<file path="src/rtl/din_syn_serializer.sv">
// Purpose: bit-serial DIN/SYN pattern generator with gated sclk, optional repeat frames;
//          optional per-lane even parity bit when DIN_SYN_PARITY_EN is defined.
// Latency: bit 0 appears on din one cycle after the trig rising edge; done one cycle after last SYNC cycle.
// Backpressure: none; trig edges while busy are dropped, inputs are shadowed at start.
module din_syn_serializer #(
    parameter int NBITS = 491,
    parameter int NCH   = 1,
    parameter int DIV   = 2
) (
    input  logic                 clk_in,
    input  logic                 dump,
    input  logic [NCH*NBITS-1:0] data_reg,
    input  logic                 trig,
    input  logic [1:0]           clr_mode,
    input  logic                 msb_first,
    input  logic [7:0]           repeat_cnt,
    output logic                 sclk,
    output logic [NCH-1:0]       din,
    output logic                 syn,
    output logic                 out_en,
    output logic                 busy,
    output logic                 done
);

    localparam int BW = $clog2(NBITS + 2);
    localparam int DW = (DIV > 1) ? $clog2(DIV) : 1;
`ifdef DIN_SYN_PARITY_EN
    localparam int LASTK = NBITS;
`else
    localparam int LASTK = NBITS - 1;
`endif
    localparam logic [BW-1:0] LAST_BIT = BW'(LASTK);
    localparam logic [BW-1:0] MSB_IDX  = BW'(NBITS - 1);
    localparam logic [DW-1:0] DIV_LAST = DW'(DIV - 1);

    typedef enum logic [1:0] {
        IDLE  = 2'd0,
        SHIFT = 2'd1,
        SYNC  = 2'd2,
        GAP   = 2'd3
    } state_t;

    state_t               state;
    state_t               state_nxt;
    logic                 trig_q;
    logic [NCH*NBITS-1:0] data_q;
    logic                 msb_q;
    logic [1:0]           clr_q;
    logic [7:0]           rep_q;
    logic [7:0]           frame_cnt;
    logic [BW-1:0]        bit_cnt;
    logic [DW-1:0]        div_cnt;
    logic                 phase;
    logic                 done_nxt;
    logic                 done_q;
    logic                 start;
    logic                 period_end;
    logic                 last_frame;
    logic [BW-1:0]        bit_idx;
    logic [NCH-1:0]       lane_bit;
    logic [NCH-1:0]       shift_bits;

    assign start      = trig & ~trig_q;
    // phase is the sclk level; a bit period ends on the last cycle of the high half
    assign period_end = phase & (div_cnt == DIV_LAST);
    assign last_frame = (frame_cnt >= rep_q);
    assign bit_idx    = msb_q ? (MSB_IDX - bit_cnt) : bit_cnt;
    assign done       = done_q;

    // per-lane data bit selection (and parity bit in the extra period when enabled)
    for (genvar c = 0; c < NCH; c++) begin : g_lane
        logic [NBITS-1:0] lane;
        logic [NBITS-1:0] lane_shr;
        assign lane     = data_q[c*NBITS +: NBITS];
        assign lane_shr = lane >> bit_idx;
`ifdef DIN_SYN_PARITY_EN
        assign lane_bit[c] = (bit_cnt == BW'(NBITS)) ? (^lane) : lane_shr[0];
`else
        assign lane_bit[c] = lane_shr[0];
`endif
    end

    // clr_mode override: 01 forces ones, 11 forces zeros, 00/10 pass data
    always_comb begin
        shift_bits = lane_bit;
        if (clr_q == 2'b01) begin
            shift_bits = '1;
        end else if (clr_q == 2'b11) begin
            shift_bits = '0;
        end
    end

    // state register
    always_ff @(posedge clk_in or posedge dump) begin
        if (dump) begin
            state <= IDLE;
        end else begin
            state <= state_nxt;
        end
    end

    // next-state logic and done pulse request
    always_comb begin
        state_nxt = state;
        done_nxt  = 1'b0;
        case (state)
            IDLE: begin
                if (start) begin
                    state_nxt = SHIFT;
                end
            end
            SHIFT: begin
                if (period_end && (bit_cnt == LAST_BIT)) begin
                    state_nxt = SYNC;
                end
            end
            SYNC: begin
                if (period_end) begin
                    if (last_frame) begin
                        state_nxt = IDLE;
                        done_nxt  = 1'b1;
                    end else begin
                        state_nxt = GAP;
                    end
                end
            end
            GAP: begin
                if (period_end) begin
                    state_nxt = SHIFT;
                end
            end
            default: state_nxt = IDLE;
        endcase
    end

    // output decode from state only, so dump clears the pads in the same cycle
    always_comb begin
        sclk   = 1'b0;
        din    = '0;
        syn    = 1'b0;
        out_en = 1'b0;
        busy   = 1'b0;
        case (state)
            SHIFT: begin
                out_en = 1'b1;
                busy   = 1'b1;
                sclk   = phase;
                din    = shift_bits;
            end
            SYNC: begin
                out_en = 1'b1;
                busy   = 1'b1;
                sclk   = phase;
                syn    = ~clr_q[0];
            end
            GAP: begin
                out_en = 1'b1;
                busy   = 1'b1;
            end
            default: begin
                out_en = 1'b0;
            end
        endcase
    end

    // trig history and done pulse; history resets high so a trig held through dump must rise again
    always_ff @(posedge clk_in or posedge dump) begin
        if (dump) begin
            trig_q <= 1'b1;
            done_q <= 1'b0;
        end else begin
            trig_q <= trig;
            done_q <= done_nxt;
        end
    end

    // shadow registers captured on an accepted start
    always_ff @(posedge clk_in or posedge dump) begin
        if (dump) begin
            data_q <= '0;
            msb_q  <= 1'b0;
            clr_q  <= 2'b00;
            rep_q  <= 8'd0;
        end else if ((state == IDLE) && start) begin
            data_q <= data_reg;
            msb_q  <= msb_first;
            clr_q  <= clr_mode;
            rep_q  <= repeat_cnt;
        end
    end

    // divider, bit and frame counters; held cleared while idle
    always_ff @(posedge clk_in or posedge dump) begin
        if (dump) begin
            div_cnt   <= '0;
            phase     <= 1'b0;
            bit_cnt   <= '0;
            frame_cnt <= 8'd0;
        end else if (state == IDLE) begin
            div_cnt   <= '0;
            phase     <= 1'b0;
            bit_cnt   <= '0;
            frame_cnt <= 8'd0;
        end else begin
            if (div_cnt == DIV_LAST) begin
                div_cnt <= '0;
                phase   <= ~phase;
            end else begin
                div_cnt <= div_cnt + 1'b1;
            end
            if ((state == SHIFT) && period_end) begin
                bit_cnt <= (bit_cnt == LAST_BIT) ? '0 : bit_cnt + 1'b1;
            end
            if ((state == SYNC) && period_end && !last_frame) begin
                frame_cnt <= frame_cnt + 8'd1;
            end
        end
    end

endmodule

</file>
<file path="config.mk">
export PLATFORM = sky130hd
export DESIGN_NAME = din_syn_serializer
export DESIGN_NICKNAME = d
export VERILOG_FILES = /design/src/rtl/din_syn_serializer.sv
export SDC_FILE = /design/constraint.sdc
export NUM_CORES = 1
export LEC_CHECK = 0
export CAP_MARGIN = 20
export CORE_MARGIN = 2
export CORE_UTILIZATION = 55
export DETAILED_ROUTE_END_ITERATION = 6
export HOLD_SLACK_MARGIN = 0.15
export PLACE_DENSITY = 0.95
export SLEW_MARGIN = 40
export SYNTH_ARGS = -nofsm -noshare
export SYNTH_HDL_FRONTEND = slang
export SYNTH_SLANG_ARGS = --single-unit
</file>
<file path="constraint.sdc">
create_clock -name clk_in -period 38.9 [get_ports clk_in]
set_input_delay 7.78 -clock clk_in [delete_from_list [all_inputs] [get_ports clk_in]]
set_output_delay 7.78 -clock clk_in [all_outputs]
set_load 0.02 [all_outputs]
</file>
After elaboration in Yosys (flattened, before gate mapping)
Index checks and enable logic that the tools add are counted.
- bitwise gates (word level): 5
- $lt $le $gt $ge: 1
- $add $sub $neg: 4
- div/mod/pow operators: 0
- shift-type cells: 1
- eq/ne operators: 10
- $mul: 0
- muxes and demuxes: 25
- reductions and logical operators: 13
- operators with widths (operator ; count):
    $shr A491 B9 Y1 ; 1
    $mux W9 ; 4
    $mux W8 ; 2
    $mux W1 ; 13
    $mux W2 ; 5
    $add A9 B1 Y9 const B ; 1
    $eq A9 B9 Y1 const B ; 1
    $sub A9 B9 Y9 const A ; 1
    $add A8 B1 Y8 const B ; 1
    $ge A8 B8 Y1 ; 1
    $ne A2 B2 Y1 const B ; 4
    $pmux W2 S4 ; 1
    $eq A2 B2 Y1 const B ; 3
    $reduce_bool A2 Y1 ; 3
    $logic_and A1 B1 Y1 ; 5
    $eq A2 B1 Y1 const B ; 2
    $reduce_and A4 Y1 ; 1
    $not A1 Y1 ; 3
    $reduce_or A3 Y1 ; 1
    $and A1 B1 Y1 ; 2
    $logic_not A2 Y1 ; 1
    $reduce_or A2 Y1 ; 1
    $add A1 B1 Y1 const B ; 1
    $logic_not A1 Y1 ; 1
- word-level logic and storage cells: 70
- bits of input ports: 505
- output and inout bits: 6
- register bits after elaboration: 525
- RAM bits: 0
- memories: 0
- bits in read-only memories: 0
- latch bits: 0

Depth between registers and ports, before layout
Gate-level depths: netlist of the first run.
- depth after elaboration: 6
- mapped depth: 20
- gate-level depth less buffers: 11

Worst setup path after synthesis of the first run
OpenSTA, ideal clock, no wires.
- path kind: flip-flop to output port
- start point: reg bit_cnt[0]
- end point: out din
- path slack: 27.091 ns
- data required time: 31.120 ns
- arrival time: 4.029 ns
- cell stages (with the launch flop): 20
- path buffers: 9
- path through: dfrtp_1 buf_2 buf_2 inv_1 clkbuf_1 clkbuf_1 ha_1 mux2_2 buf_6 buf_6 buf_6 buf_6 buf_4 mux4_2 nand2_1 nand3_1 a31oi_1 nor3_1 a211oi_2 o41ai_2
- longest elaborated chain between the ends: 6
- RTL lines (what ; line ; text):
    start, declared ; 51 ; logic [BW-1:0] bit_cnt;
    start signal, assigned ; 212 ; bit_cnt <= (bit_cnt == LAST_BIT) ? '0 : bit_cnt + 1'b1;
    $sub A9 B9 Y9 ; 67 ; assign bit_idx = msb_q ? (MSB_IDX - bit_cnt) : bit_cnt;
    $mux W9 (*) ; 67 ;
    $shr A491 B9 Y1 (*) ; 75 ; assign lane_shr = lane >> bit_idx;
    $mux W1 (*) ; 88 ; end else if (clr_q == 2'b11) begin
    $mux W1 (*) ; 86 ; if (clr_q == 2'b01) begin
    $mux W1 (*) ; 143 ; case (state)
    end, declared ; 18 ; output logic [NCH-1:0] din,
Every way passes the cells marked *; elsewhere a longest branch is shown, timed or not.

Final worst setup path of the first run
Ends and elaborated chain as after synthesis.

==> results.sh, run 1 <==
export IMPL_crit_slowest_cell="dfrtp_4"
export IMPL_cts_resized=0
export IMPL_seq_power_share=0.473
export IMPL_synth_edf_count=0
export IMPL_worst_pin_slew_ns=0.891
export IMPL_tns_ns=0
export IMPL_clkLatencyLatePin_ns=0.61
export IMPL_drv_slew=0
export IMPL_path_clk_slew_ns=0.06
export IMPL_slowest_delay_ns=0.80
export IMPL_rrSetupSlack_ns=34.85
export IMPL_vdd_ir_drop_max_mv=0.0320
export IMPL_pin_count=511
export IMPL_timing_rr_end="data_q[118]$_DFFE_PP0P_"
export IMPL_wire_per_inst_um=26.0
export IMPL_min_period_over_period=0.351
export IMPL_reg2reg_from="state[0]$_DFFE_PP0P_"
export IMPL_cts_root_buf="clkbuf_16"
export IMPL_die_height_um=216
export IMPL_nets=2663
export IMPL_worst_path_max_fanout=62
export IMPL_criticalPathCategory="reg -> out"
export IMPL_core_region_area_sq_mm=0.0442
export IMPL_grt_pass1_wl_mm=110
export IMPL_initial_core_util=0.558
export IMPL_period_needed_ns=13.64
export IMPL_dp_hpwl_mm=51.4
export IMPL_rsz0062_at_grt="false"
export IMPL_synth_cells=1671
export IMPL_internal_power_w=0.000913
export IMPL_p_comb_frac=0.058
export IMPL_layout_drive_gt1_share=0.338
export IMPL_cts_tree="done"
export IMPL_synthArstFlopShare=1.00
export IMPL_synth_top_family_by_area="multiplexers"
export IMPL_syn_area_sq_mm=0.0247
export IMPL_hp_start="data_q[442]$_DFFE_PP0P_"
export IMPL_required_ns=31.12
export IMPL_max_cap_violations=0
export IMPL_cp_end_kind="output pin"
export IMPL_viasPerCell=6.00
export IMPL_slew_headroom=0.404
export IMPL_final_common_cell="dfrtp_1"
export IMPL_fmax_mhz=73.3
export IMPL_cts_sinks=525
export IMPL_synth_flop_cell="dfrtp_1"
export IMPL_arrival_ns=5.86
export IMPL_synth_seq_area_share=0.532
export IMPL_finalHoldViolations=0
export IMPL_ys_types=71
export IMPL_overflow=0
export IMPL_r2r_cells=8
export IMPL_crit_chain="inv_1, ha_1, mux2_8, buf_4, mux4_2, mux2i_1, a2111oi_0, o211ai_1, nand4_1, nand3_1, o41ai_2, clkdlybuf4s50_1"
export IMPL_n_fill_cell=2701
export IMPL_area_delta_synth_final_pct=30.7
export IMPL_ys_warn_count=0
export IMPL_p_total_w=0.00116
export IMPL_final_util=0.729
export IMPL_rows=77
export IMPL_drc=0
export IMPL_max_clock_path_buffers=3
export IMPL_cellPowerDensity_mw_per_mm2=35.8
export IMPL_drtPass1Iterations=5
export IMPL_post_cts_buffers=0
export IMPL_antenna_found_initial=29
export IMPL_postPlaceCellArea_sq_mm=0.0303
export IMPL_place_gp_congestion=0.896
export IMPL_grt_pass1_vias=18300
export IMPL_synth_adder_area_share=0.00811
export IMPL_ant_nets=0
export IMPL_seq_area_sq_mm=0.0131
export IMPL_htreeDepth=2
export IMPL_synth_simple_gate_area_frac=0.0398
export IMPL_worstHoldPathType="reg -> reg"
export IMPL_critPathLaunch="bit_cnt[0]$_DFFE_PP0P_"
export IMPL_drt_wl_total_mm=72.8
export IMPL_p_clk_frac=0.470
export IMPL_die_w_um=216
export IMPL_outcome="completed"
export IMPL_p_leak_nw=15.3
export IMPL_ys_ff_latch=525
export IMPL_grt_max_degree=132
export IMPL_yosys_area_top_type="dfrtp_1"
export IMPL_vias=16800
export IMPL_synth_top_cell_area_share=0.531
export IMPL_synth_xor_area_share=0.00598
export IMPL_die_area_sq_mm=0.0466
export IMPL_cts_made_buffers=55
export IMPL_numPortBuffers=510
export IMPL_synthMuxAreaShare=0.350
export IMPL_switchingPower_w=0.000243
export IMPL_synth_compound_area_frac=0.0360
export IMPL_multi_input_area_sq_mm=0.0109
export IMPL_stdcell_area_sq_mm=0.0323
export IMPL_switching_share=0.211
export IMPL_avgSynthCellArea_sq_um=14.8
export IMPL_cts_hold_buf=0
export IMPL_cp_endpoint="din"
export IMPL_grt_use_total=0.314
export IMPL_critPathLaunchType="flop"
export IMPL_final_cell_mix="523 x dfrtp_1, 510 x clkdlybuf4s50_1, 507 x mux2_2"
export IMPL_worst_hold_slack_ns=0.499
export IMPL_fin_skew_ns=0.0114
export IMPL_drtIter0Drc=1399
export IMPL_syn_num_nets=2192
export IMPL_setup_viol=0
export IMPL_synthTopCellsByArea="dfrtp_1 53%, mux2_2 23%, mux4_2 9.3%"
routing by layer:
layer,up-vias,routed length (um),GRT usage
li1,7226,-,-
met4,16,3350,0.150
met2,754,36200,0.521
met3,186,5600,0.0778
met5,-,97,0
met1,8635,27600,0.389
sequential cells by signal, summed over array words and instances (netlist names), 2 cells and up:
name,flops
bit_cnt,9
clr_q,2
data_q,491
frame_cnt,8
rep_q,8
state,2
per-stage QoR:
step	std cells	setup WS, ns
after floorplan	1671	16.45
after global placement	2672	25.94
after detailed placement	2677	25.85
after CTS	2780	25.18
after global routing	2800	24.91
final	2805	25.26
critical path, delay by kind of cell, from the launching register on:
kind | cells | cell delay [ns]
DFF | 1 | 0.80
adders and majority gates | 1 | 0.42
and+or+nand+nor | 2 | 0.26
muxes | 3 | 1.11
buffers and inverters | 3 | 1.60
AOI/OAI and AO/OA | 3 | 0.96
power by group through the flow:
stage | Clock (W) | Combinational, W | Sequential (W)
2_1_floorplan | 0 | 0.00000850 | 0.000557
6_report | 0.000543 | 0.0000667 | 0.000546
4_1_cts | 0.000550 | 0.0000674 | 0.000546
3_3_place_gp | 0 | 0.0000651 | 0.000556
5_1_grt | 0.000575 | 0.0000712 | 0.000546
3_5_place_dp | 0 | 0.0000667 | 0.000556
cells by family after synthesis:
| kind of cell | after synthesis |
|---|---|
| muxes | 642 |
| DFF | 525 |
| and+or+nand+nor | 206 |
| buffers and inverters | 140 |
| AOI/OAI and AO/OA | 126 |
| xor gates and xnor gates | 16 |
| adders and majority gates | 16 |
final cells by class:
cell class	instances	share of cell area
diodes	25	0.00194
flip-flops and latches	525	0.407
multi-input cells	1006	0.339
clock buffers	81	0.0501
inverters	23	0.00306
repair buffers	531	0.167
well taps	592	0.0230
clock inverters	22	0.00818
synthesized netlist by cell type, types with 3 or more instances:
cell type,n
a2111oi_0,4
a211oi_1,5
a21o_1,3
a21oi_1,28
a22oi_1,3
a31oi_1,11
a32oi_1,3
and2_1,6
and3_1,8
buf_2,22
buf_4,10
buf_6,12
clkbuf_1,70
dfrtp_1,524
ha_1,16
inv_1,23
mux2_2,508
mux2i_1,14
mux4_1,18
mux4_2,102
nand2_1,72
nand2b_1,5
nand3_1,25
nand4_1,11
nor2_1,41
nor2b_1,4
nor3_1,10
nor4_1,5
o2111ai_1,4
o211ai_1,5
o21a_1,4
o21ai_0,18
o221ai_1,4
o22ai_1,4
o31ai_1,5
or3_1,4
or4_1,4
xnor2_1,9
xor2_1,6
worst min path at each step:
stage | slack (ns) | cells past startpoint | endpoint
final | 0.50 | 1 | data_q[442]$_DFFE_PP0P_
after global routing | 0.51 | 1 | data_q[442]$_DFFE_PP0P_
after CTS | 0.50 | 1 | data_q[59]$_DFFE_PP0P_
after detailed placement | 0.49 | 1 | data_q[107]$_DFFE_PP0P_
after global placement | 0.48 | 1 | data_q[419]$_DFFE_PP0P_
after floorplan | 0.47 | 1 | data_q[122]$_DFFE_PP0P_
(Power assumes the default switching activity.)
==> run 2: changes to the inputs <==
--- a/config.mk
+++ b/config.mk
@@ -7,10 +7,10 @@
 export LEC_CHECK = 0
 export CAP_MARGIN = 20
 export CORE_MARGIN = 2
-export CORE_UTILIZATION = 55
+export CORE_UTILIZATION = 47
 export DETAILED_ROUTE_END_ITERATION = 6
 export HOLD_SLACK_MARGIN = 0.15
-export PLACE_DENSITY = 0.95
+export PLACE_DENSITY = 0.87
 export SLEW_MARGIN = 40
 export SYNTH_ARGS = -nofsm -noshare
 export SYNTH_HDL_FRONTEND = slang
==> constraint.sdc (replaced) <==
create_clock -name clk_in -period 12.07 [get_ports clk_in]
set_input_delay 2.414 -clock clk_in [delete_from_list [all_inputs] [get_ports clk_in]]
set_output_delay 2.414 -clock clk_in [all_outputs]
set_load 0.02 [all_outputs]
==> run 2 against run 1 <==
Against the previous run:
- worst setup slack worse by 21 ns
- clock skew is 0.0076 ns higher
- register-to-register slack worse by 26 ns
- global-route usage is 4.7 points lower
- routed wire length is 0.46% lower
- clock power grew to 3.4 times the previous value
- die area is 17% higher
- cell area is 1.0% higher
==> results.sh, run 2 (same netlist as run 1, synthesis figures left out) <==
export IMPL_die_area_sq_mm=0.0544
export IMPL_cts_hold_buf=0
export IMPL_largest_register_ff_count=491
export IMPL_die_height_um=233
export IMPL_grt_max_degree=159
export IMPL_wire_per_inst_um=25.1
export IMPL_rsz0062_at_grt="false"
export IMPL_initial_core_util=0.478
export IMPL_tns_ns=0
export IMPL_pin_count=511
export IMPL_reg_largest_list="data_q (491), bit_cnt (9)"
export IMPL_setup_viol=0
export IMPL_criticalPathCategory="reg -> out"
export IMPL_post_cts_buffers=0
export IMPL_final_cells=2892
export IMPL_dpl_cell_count=2771
export IMPL_htreeDepth=2
export IMPL_drt_wl_total_mm=72.5
export IMPL_pre_cts_slack_ns=4.49
export IMPL_path_clk_slew_ns=0.06
export IMPL_p_total_w=0.00384
export IMPL_worst_path_max_fanout=55
export IMPL_drv_slew=0
export IMPL_top_register="data_q"
export IMPL_multi_input_area_sq_mm=0.0109
export IMPL_fin_skew_ns=0.0190
export IMPL_nets=2672
export IMPL_worstHoldPathType="reg -> reg"
export IMPL_slew_headroom=0.435
export IMPL_final_cell_mix="523 x dfrtp_1, 510 x clkdlybuf4s50_1, 507 x mux2_2"
export IMPL_cts_made_buffers=57
export IMPL_rows=83
export IMPL_viasPerCell=5.78
export IMPL_cts_sinks=525
export IMPL_grt_use_total=0.268
export IMPL_overflow=0
export IMPL_cellPowerDensity_mw_per_mm2=118
export IMPL_arrival_ns=5.74
export IMPL_clkLatencyLatePin_ns=0.62
export IMPL_worst_path_buf_inv=3
export IMPL_outcome="completed"
export IMPL_drc=0
export IMPL_cts_root_buf="clkbuf_16"
export IMPL_worst_pin_slew_ns=0.847
export IMPL_min_period_over_period=0.675
export IMPL_die_w_um=233
export IMPL_crit_chain="inv_1, ha_1, mux2_8, buf_6, mux4_1, mux4_2, o32ai_1, a2111o_1, nand4_1, nand3_1, o41ai_2, clkdlybuf4s50_1"
export IMPL_max_clock_path_buffers=3
export IMPL_p_leak_nw=15.4
export IMPL_setup_slack_ns=3.92
export IMPL_final_common_cell="dfrtp_1"
export IMPL_vias=16700
export IMPL_drtPass1Iterations=5
export IMPL_cts_tree="done"
export IMPL_grt_pass1_wl_mm=108
export IMPL_drtIter0Drc=1140
export IMPL_cp_top_family="multiplexers"
export IMPL_seq_area_sq_mm=0.0131
export IMPL_critPathLaunchType="flop"
export IMPL_grt_pass1_vias=18300
export IMPL_slowest_delay_ns=0.83
export IMPL_place_gp_congestion=0.917
export IMPL_numPortBuffers=510
export IMPL_dp_hpwl_mm=51.6
export IMPL_vdd_ir_drop_max_mv=0.140
export IMPL_ant_nets=0
export IMPL_crit_slowest_cell="dfrtp_4"
export IMPL_layout_drive_gt1_share=0.344
export IMPL_n_fill_cell=3670
export IMPL_max_cap_violations=0
export IMPL_cp_end_kind="output pin"
export IMPL_finalHoldViolations=0
export IMPL_required_ns=9.66
export IMPL_area_delta_synth_final_pct=32.0
export IMPL_cts_resized=0
export IMPL_period_needed_ns=8.15
export IMPL_core_region_area_sq_mm=0.0516
export IMPL_fmax_mhz=123
export IMPL_antenna_found_initial=24
run 2: worst paths after layout:
path / startpoint / endpoint / slack (ns) / cells past startpoint
max: bit_cnt[0]$_DFFE_PP0P_ / din / 3.92 / 12
min: data_q[426]$_DFFE_PP0P_ / data_q[426]$_DFFE_PP0P_ / 0.50 / 1
max reg2reg: state[0]$_DFFE_PP0P_ / data_q[47]$_DFFE_PP0P_ / 8.65 / 8
min reg2reg: data_q[426]$_DFFE_PP0P_ / data_q[426]$_DFFE_PP0P_ / 0.50 / 1
max in group asynchronous: dump / data_q[28]$_DFFE_PP0P_ / 7.85 / 7
min in group asynchronous: dump / data_q[194]$_DFFE_PP0P_ / 2.04 / 2
run 2: worst reg2reg max path: cells and delay by family (launching register included):
family	cells	cell delay (ns)
adder cells (fa/ha/maj)	1	0.34
buffers and inverters	5	1.84
flip-flops	1	0.41
multiplexers	1	0.49
AND/OR/NAND/NOR	1	0.23
run 2: layout make-up:
cell class,count,share of cell area
Clock inverter,24,0.0104
Sequential cell,525,0.403
Multi-Input combinational cell,1006,0.335
Timing Repair Buffer,538,0.170
Inverter,23,0.00276
Tap cell,680,0.0261
Clock buffer,79,0.0509
Antenna cell,17,0.00131
run 2: metal layers:
metal | up-vias | part of all wire | global-route usage
met5 | - | 0.0015 | 0
met4 | 16 | 0.049 | 0.141
met3 | 185 | 0.075 | 0.0604
met2 | 736 | 0.49 | 0.439
met1 | 8561 | 0.39 | 0.332
li1 | 7229 | - | -
run 2: through the flow:
step | util | area (sq um) | hold WS, ns
3_3_place_gp | 0.587 | 30300 | 0.478
2_1_floorplan | - | 24700 | 0.470
3_5_place_dp | 0.591 | 30500 | 0.487
5_1_grt | 0.631 | 32600 | 0.508
6_report | 0.631 | 32600 | 0.497
4_1_cts | 0.630 | 32500 | 0.500
run 2: where the power goes:
group	switching (W)	leakage, nW	internal, W
combinational	0.0000703	7.10	0.000149
sequential	0.0000000513	7.31	0.00176
clock	0.000731	0.997	0.00113
